[config.mk]
export PLATFORM = sky130hd
export DESIGN_NAME = joy_db15_tx_flat
export DESIGN_NICKNAME = d
export VERILOG_FILES = /design/src/rtl/joy_db15_tx_if.sv /design/src/rtl/joy_db15_tx.sv /design/src/flat_wrapper.sv
export SDC_FILE = /design/constraint.sdc
export NUM_CORES = 1
export LEC_CHECK = 0
export ABC_AREA = 1
export CORE_ASPECT_RATIO = 1.2
export CORE_MARGIN = 2
export CORE_UTILIZATION = 30
export DETAILED_ROUTE_END_ITERATION = 7
export GPL_TIMING_DRIVEN = 0
export PLACE_DENSITY = 0.54
export SLEW_MARGIN = 30
export SYNTH_ARGS = -nofsm -noshare
export SYNTH_HDL_FRONTEND = slang
export SYNTH_SLANG_ARGS = --single-unit
[constraint.sdc]
create_clock -name clk -period 2.5 [get_ports clk]
set_input_delay 0.5 -clock clk [delete_from_list [all_inputs] [get_ports clk]]
set_output_delay 0.5 -clock clk [all_outputs]
set_load 0.02 [all_outputs]
[src/rtl/joy_db15_tx_if.sv]
// Three-wire DB15 joystick link: the reader drives clk/load, the adapter returns serial data.
interface joy_db15_tx_if;
    logic joy_clk;
    logic joy_load;
    logic joy_data;

    modport master (output joy_clk, output joy_load, input joy_data);
    modport slave  (input joy_clk, input joy_load, output joy_data);
endinterface

[src/rtl/joy_db15_tx.sv]
// DB15 adapter shift chain: parallel-loads two button words on load low, shifts out on joy_clk rise.
// Pin-to-register latency is SYNC_STAGES+1 clk cycles; load always dominates a coincident shift.
module joy_db15_tx #(
    parameter int SYNC_STAGES  = 2,
    parameter int IDLE_TIMEOUT = 50000
) (
    input  logic          clk,
    input  logic          reset,
    joy_db15_tx_if.slave  link,
    input  logic [15:0]   joystick1,
    input  logic [15:0]   joystick2,
    output logic          frame_strobe,
    output logic [5:0]    bit_count,
    output logic          overrun,
    output logic          link_active
);
    localparam logic [16:0] WD_MAX   = 17'(IDLE_TIMEOUT);
    localparam logic [5:0]  BITS_MAX = 6'd32;

    logic [SYNC_STAGES-1:0] clk_sync;
    logic [SYNC_STAGES-1:0] ld_sync;
    logic                   clk_hist;
    logic                   ld_hist;
    logic [31:0]            shreg;
    logic [16:0]            wd_cnt;

    logic clk_rise;
    logic ld_fall;
    logic load_en;
    logic shift_en;

    // Chains reset to 1 so an idle-high load line produces no spurious edge at release.
    always_ff @(posedge clk or posedge reset) begin
        if (reset) begin
            clk_sync <= '1;
            ld_sync  <= '1;
            clk_hist <= 1'b1;
            ld_hist  <= 1'b1;
        end else begin
            clk_sync <= {clk_sync[SYNC_STAGES-2:0], link.joy_clk};
            ld_sync  <= {ld_sync[SYNC_STAGES-2:0], link.joy_load};
            clk_hist <= clk_sync[SYNC_STAGES-1];
            ld_hist  <= ld_sync[SYNC_STAGES-1];
        end
    end

    assign clk_rise = clk_sync[SYNC_STAGES-1] & ~clk_hist;
    assign ld_fall  = ~ld_sync[SYNC_STAGES-1] & ld_hist;
    // The load-rise cycle still reloads, so the frame is the word seen as load returns high.
    assign load_en  = ~ld_sync[SYNC_STAGES-1] | ~ld_hist;
    assign shift_en = clk_rise & ~load_en;

    always_ff @(posedge clk or posedge reset) begin
        if (reset) begin
            shreg        <= '1;
            bit_count    <= '0;
            overrun      <= 1'b0;
            frame_strobe <= 1'b0;
        end else begin
            frame_strobe <= ld_fall;
            overrun      <= shift_en && (bit_count == BITS_MAX);
            if (load_en) begin
                shreg <= ~{joystick2, joystick1};
            end else if (shift_en) begin
                shreg <= {1'b1, shreg[31:1]};
            end
            if (ld_fall) begin
                bit_count <= '0;
            end else if (shift_en && (bit_count != BITS_MAX)) begin
                bit_count <= bit_count + 6'd1;
            end
        end
    end

    always_ff @(posedge clk or posedge reset) begin
        if (reset) begin
            wd_cnt <= WD_MAX;
        end else if (ld_fall) begin
            wd_cnt <= '0;
        end else if (wd_cnt < WD_MAX) begin
            wd_cnt <= wd_cnt + 17'd1;
        end
    end

    assign link_active   = (wd_cnt < WD_MAX);
    assign link.joy_data = shreg[0];
endmodule

[src/flat_wrapper.sv]
// flat-port wrapper written by rule: the top's interface ports become plain ports
module joy_db15_tx_flat 
#(
    parameter int SYNC_STAGES  = 2,
    parameter int IDLE_TIMEOUT = 50000
)
  (clk, reset, joystick1, joystick2, frame_strobe, bit_count, overrun, link_active, link_joy_clk, link_joy_load, link_joy_data);
  joy_db15_tx_if link_i ();
  input  logic clk;
  input  logic reset;
  input  logic [15:0] joystick1;
  input  logic [15:0] joystick2;
  output logic frame_strobe;
  output logic [5:0] bit_count;
  output logic overrun;
  output logic link_active;
  input wire logic [$bits(link_i.joy_clk)-1:0] link_joy_clk;
  input wire logic [$bits(link_i.joy_load)-1:0] link_joy_load;
  output wire logic [$bits(link_i.joy_data)-1:0] link_joy_data;
  assign link_i.joy_clk = link_joy_clk;
  assign link_i.joy_load = link_joy_load;
  assign link_joy_data = link_i.joy_data;
  joy_db15_tx #(.SYNC_STAGES(SYNC_STAGES), .IDLE_TIMEOUT(IDLE_TIMEOUT)) u_core (.clk(clk), .reset(reset), .link(link_i), .joystick1(joystick1), .joystick2(joystick2), .frame_strobe(frame_strobe), .bit_count(bit_count), .overrun(overrun), .link_active(link_active));
endmodule
==> flow_summary.toml, run 1 <==
[status]
status = "complete, no violations"

[critical_path]
cp.arrival_ns = 1.85
startpoint_type = "register"
worstPathMaxFanout = 8
criticalPathCategory = "reg -> out"
critPathCaptureType = "output pin"
critPathRequiredTime_ns = 2.00

[detailed_routing]
ant_nets = 0
vias = 2515
dr.first_iter.drc_count = 86
viasPerCell = 4.77
drt_wl_total_um = 7130
dr.pass1.iters = 4
wl_per_cell_um = 13.5
drc = 0

[synthesis]
ys_seq_elements = 63
yosysSeqAreaShare_pct = 53.6
synth_area_um2 = 3050
syn_nets = 378
synth_cells = 339
synth_cell_type_count = 29
avgSynthCellArea_um2 = 8.98
yosysWarnings = 0

[finish]
area_delta_synth_final_pct = 31.6
insertedDiodeCount = 0
multiInputGateArea_um2 = 1200
postLayoutCellArea_um2 = 4010
register_area_um2 = 1630
drive_above_1_share_pct = 20.4
mostFrequentLayoutCell = "nand2_1"
fillers = 974
final_cell_mix = "nand2_1, clkdlybuf4s50_1, dfstp_2"
final_nets = 435

[clock_tree]
post_cts_buffers = 0
root_buffer = "clkbuf_16"
cts_resized = 2
cts_buffers = 9
hold_buffers = 0
insertion_delay_ns = 0.32
clkTransAtPathRegs_ns = 0.05
cts_htree_levels = 3
cts_tree = "yes"
clock-sinks = 63
cts_buffer_depth = 2

[sta]
fin_crit_sh_pct = 94.0
rsz0062_at_grt = "no"
worst_slew_pin_slew_ns = 0.475
setup_viol = 0
min_period_ns = 2.35
slew_headroom_pct = 68.4
skew_ns = 0.00708
finalHoldViolations = 0
clock.fmax_ghz = 0.426
fin_setup_tns_ns = 0
drv_slew = 0

[power_and_ir_drop]
max-vdd-ir-drop_mv = 0.246
leakage_nw = 1.68
p_per_area_nw_per_um2 = 688
total_power_w = 0.00276

[die]
start_util_pct = 30.6
rows = 40
pin_count = 46
core_area_um2 = 9960
dieArea_um2 = 11000
die_w_um = 96.0
die_y_um = 114

[global_routing]
grt_pass1_wl_um = 11900
antenna_found_initial = 0
grt_pass1_vias = 2563
grt_start_max_net_pins = 51
grt-ovfl-total = 0
grt_use_total_pct = 13.8

[place]
hpwl_um = 5170
io_buffers = 45
place_congestion = 0.841
placed_cell_area_um2 = 3680

[run]
maxCapViolCount = 0

[hold_path]
hp-class = "reg -> reg"
-- cell type report --
| cell class | instances | share of cell area, % |
|---|---|---|
| flip-flops and latches | 63 | 40.7 |
| multi-input cells | 223 | 29.9 |
| repair buffers | 46 | 11.9 |
| clock buffers | 14 | 7.12 |
| inverters | 42 | 4.00 |
| well taps | 126 | 3.93 |
| plain buffers | 11 | 1.53 |
| clock inverters | 2 | 0.874 |
-- routing by layer --
layer | wire length, µm | GRT usage [%] | up-vias
met5 | 0 | 0 | -
met4 | 85 | 4.76 | 0
met3 | 354 | 3.55 | 8
met2 | 3500 | 24.2 | 53
met1 | 3180 | 16.2 | 1199
li1 | - | - | 1255
-- worst paths after layout --
| kind | startpoint | end | slack (ns) | cells past startpoint |
|---|---|---|---|---|
| setup / recovery | u_core.wd_cnt[9]$_DFFE_PP1P_ | link_active | 0.15 | 6 |
| setup reg to reg | u_core.ld_sync[1]$_DFF_PP1_ | u_core.shreg[13]$_DFFE_PP1P_ | 0.84 | 5 |
| max in group asynchronous | reset | u_core.shreg[12]$_DFFE_PP1P_ | 1.50 | 3 |
| hold reg to reg | u_core.clk_sync[0]$_DFF_PP1_ | u_core.clk_sync[1]$_DFF_PP1_ | 0.35 | 0 |
| min in group asynchronous | reset | u_core.wd_cnt[11]$_DFFE_PP0P_ | 0.45 | 2 |
| hold / removal | u_core.clk_sync[0]$_DFF_PP1_ | u_core.clk_sync[1]$_DFF_PP1_ | 0.35 | 0 |
-- cell families (layout without fill, tap and decap cells) --
family          Yosys count  count (layout)  synth area share (%)
compound gates           46              46                  11.5
buf+inv                  53             115                  7.19
flops                    63              63                  53.6
fa+ha+maj                 3               3                  1.23
simple gates            165             165                  23.9
xor+xnor                  9               9                  2.59
-- critical path, stage by stage, from the launching register on --
cell and delay [ns]:
dfstp_2 0.56, nand2_1 0.10, nor2_1 0.17, nand2_1 0.07
nor2_1 0.18, nor2_4 0.10, dlygate4sd2_1 0.33
-- Yosys cell counts --
cell	count	area (µm²)
a21oi_1	1	5.00
a22oi_1	1	7.51
buf_1	1	3.75
buf_2	7	35.0
buf_4	1	7.51
buf_6	1	11.3
clkbuf_1	1	3.75
dfrtp_1	19	475
dfstp_2	44	1160
ha_1	3	37.5
inv_1	39	146
inv_2	3	11.3
nand2_1	90	338
nand2_2	1	6.26
nand2_4	1	11.3
nand3_1	35	175
nand3_2	1	10.0
nand3b_1	1	7.51
nand4_1	8	50.1
nor2_1	20	75.1
nor2_2	6	37.5
nor2_4	1	11.3
nor3_1	1	5.00
o21ai_0	10	50.1
o21ai_1	2	10.0
o21bai_1	1	7.51
o221ai_1	31	272
xnor2_1	1	8.76
xor2_1	8	70.1
-- through the flow --
step | hold slack, ns | utilization, % | instances | setup WS (ns)
after global routing | 0.361 | 40.2 | 527 | 0.0281
after global placement | 0.349 | 36.7 | 510 | -0.699
after CTS | 0.356 | 40.2 | 527 | 0.148
final | 0.355 | 40.2 | 527 | 0.150
after floorplan | 0.345 | - | 339 | 0.503
after detailed placement | 0.349 | 37.0 | 511 | 0.135
-- power breakdown --
group	total [W]	leakage (nW)	internal (W)	switching, W
Sequential	0.00119	0.720	0.00114	0.0000489
Combinational	0.000259	0.803	0.000126	0.000133
Clock	0.00131	0.158	0.000885	0.000426
Total	0.00276	1.68	0.00215	0.000608
-- flip-flops by register name (all words and copies together), names as in the netlist --
| name | flops |
|---|---|
| u_core.ld_sync | 2 |
| u_core.frame_strobe | 1 |
| u_core.shreg | 32 |
| u_core.overrun | 1 |
| u_core.clk_sync | 2 |
| u_core.clk_hist | 1 |
| u_core.bit_count | 6 |
| u_core.wd_cnt | 17 |
| u_core.ld_hist | 1 |
Power figures use the tool's default switching activity.
==> inputs of run 2 (changes only) <==
Settings changed: CTS_BUF_LIST set to sky130_fd_sc_hd__clkbuf_4 sky130_fd_sc_hd__clkbuf_8 sky130_fd_sc_hd__clkbuf_16.
==> run 2 against run 1 <==
Compared with the run above: setup slack worse by 0.00088 ns; global-route usage unchanged; worst hold slack unchanged; first-iteration DRC count unchanged; register-to-register slack about the same; clock skew about the same; core utilization up 0.075 points; clock power about the same; via count up 0.40%; flip-flop and latch count unchanged.
==> flow_summary.toml, run 2 (same netlist as run 1, synthesis figures left out) <==
[finish]
insertedDiodeCount = 0
final_nets = 435
fillers = 974
area_delta_synth_final_pct = 31.8
register_area_um2 = 1630
multiInputGateArea_um2 = 1200
drive_above_1_share_pct = 20.9
largest_reg_flops = 32
top_register = "u_core.shreg"
reg_top3 = "u_core.shreg (32), u_core.wd_cnt (17), u_core.bit_count (6)"
postLayoutCellArea_um2 = 4020
mostFrequentLayoutCell = "nand2_1"
final_cell_mix = "nand2_1, clkdlybuf4s50_1, dfstp_2"

[clock_tree]
cts_htree_levels = 3
root_buffer = "clkbuf_16"
insertion_delay_ns = 0.32
cts_buffers = 9
clkTransAtPathRegs_ns = 0.05
cts_tree = "yes"
cts_buffer_depth = 2
hold_buffers = 0
clock-sinks = 63

[hold_path]
hp-class = "reg -> reg"

[power_and_ir_drop]
p_per_area_nw_per_um2 = 692
max-vdd-ir-drop_mv = 0.246
leakage_nw = 1.69

[detailed_routing]
vias = 2525
viasPerCell = 4.79
drc = 0
dr.pass1.iters = 4
dr.first_iter.drc_count = 86
ant_nets = 0
drt_wl_total_um = 7130
wl_per_cell_um = 13.5

[critical_path]
criticalPathCategory = "reg -> out"
cp.arrival_ns = 1.85
crit_path_end = "link_active"
worstPathMaxFanout = 8
r2r_start = "u_core.ld_sync[1]$_DFF_PP1_"
critPathRequiredTime_ns = 2.00
r2r_cells = 5
crit_start = "u_core.wd_cnt[9]$_DFFE_PP1P_"
startpoint_type = "register"
r2r_slack_ns = 0.84
r2r-end = "u_core.shreg[13]$_DFFE_PP1P_"
critPathCaptureType = "output pin"

[sta]
min_period_ns = 2.35
slew_headroom_pct = 68.1
fin_crit_sh_pct = 94.0
whs_ns = 0.355
setup_viol = 0
rsz0062_at_grt = "no"
drv_slew = 0
clock.fmax_ghz = 0.425
fin_setup_tns_ns = 0
skew_ns = 0.00701
worst_slew_pin_slew_ns = 0.478
finalHoldViolations = 0

[die]
dieArea_um2 = 11000
pin_count = 46
start_util_pct = 30.6
rows = 40
core_area_um2 = 9960
die_y_um = 114
die_w_um = 96.0

[run]
maxCapViolCount = 0

[place]
placed_cell_area_um2 = 3680
hpwl_um = 5170
io_buffers = 45
place_congestion = 0.841

[global_routing]
grt_use_total_pct = 13.8
grt_start_max_net_pins = 51
grt-ovfl-total = 0
grt_pass1_wl_um = 11900
grt_pass1_vias = 2563
antenna_found_initial = 0

[status]
status = "complete, no violations"
## run 2: cell counts in the layout (fill, tap and decap cells not counted)
No cell type changed its count.
## run 2: routing by layer
layer  GRT usage, %  share of wire (%)
met1           16.2                 44
met2           24.2                 49
met3           3.55                5.1
met4           4.76                1.2
met5              0                  0
## run 2: where the power goes
part           switching, W  internal (W)
Clock              0.000426      0.000907
Combinational      0.000133      0.000126
Sequential        0.0000490       0.00114
Total              0.000608       0.00217
## run 2: worst min path at each step
stage / from / end / slack, ns / depth (start not counted)
after detailed placement: u_core.clk_sync[0]$_DFF_PP1_ / u_core.clk_sync[1]$_DFF_PP1_ / 0.35 / 0
final: u_core.clk_sync[0]$_DFF_PP1_ / u_core.clk_sync[1]$_DFF_PP1_ / 0.35 / 0
after floorplan: u_core.clk_sync[0]$_DFF_PP1_ / u_core.clk_sync[1]$_DFF_PP1_ / 0.35 / 0
after global routing: u_core.clk_sync[0]$_DFF_PP1_ / u_core.clk_sync[1]$_DFF_PP1_ / 0.36 / 0
after global placement: u_core.ld_sync[0]$_DFF_PP1_ / u_core.ld_sync[1]$_DFF_PP1_ / 0.35 / 0
after CTS: u_core.clk_sync[0]$_DFF_PP1_ / u_core.clk_sync[1]$_DFF_PP1_ / 0.36 / 0
## run 2: area by class of cell
class / count / area share [%]
inverters: 42 / 3.99
well taps: 126 / 3.93
clock inverters: 2 / 0.873
multi-input cells: 223 / 29.9
plain buffers: 11 / 1.53
repair buffers: 46 / 11.9
clock buffers: 14 / 7.29
flip-flops and latches: 63 / 40.6
## run 2: critical path, stage by stage (launching register included)
cell and delay (ns):
dfstp_2 0.56, nand2_1 0.10, nor2_1 0.17, nand2_1 0.07
nor2_1 0.18, nor2_4 0.10, dlygate4sd2_1 0.33
## run 2: metrics by stage
| stage | instances | util (%) | setup WS [ns] | power [W] |
|---|---|---|---|---|
| after floorplan | 339 | - | 0.503 | 0.00134 |
| after global placement | 510 | 36.7 | -0.699 | 0.00145 |
| after detailed placement | 511 | 37.0 | 0.135 | 0.00147 |
| after CTS | 527 | 40.3 | 0.148 | 0.00282 |
| after global routing | 527 | 40.3 | 0.0281 | 0.00289 |
| final | 527 | 40.3 | 0.150 | 0.00278 |
## run 2: repair_timing
| action | CTS | global route |
|---|---|---|
| buffers inserted | 0 | 0 |
| setup endpoints to repair | 1 | 0 |
| resized for setup | 2 | 0 |
| hold endpoints to repair | 0 | 0 |
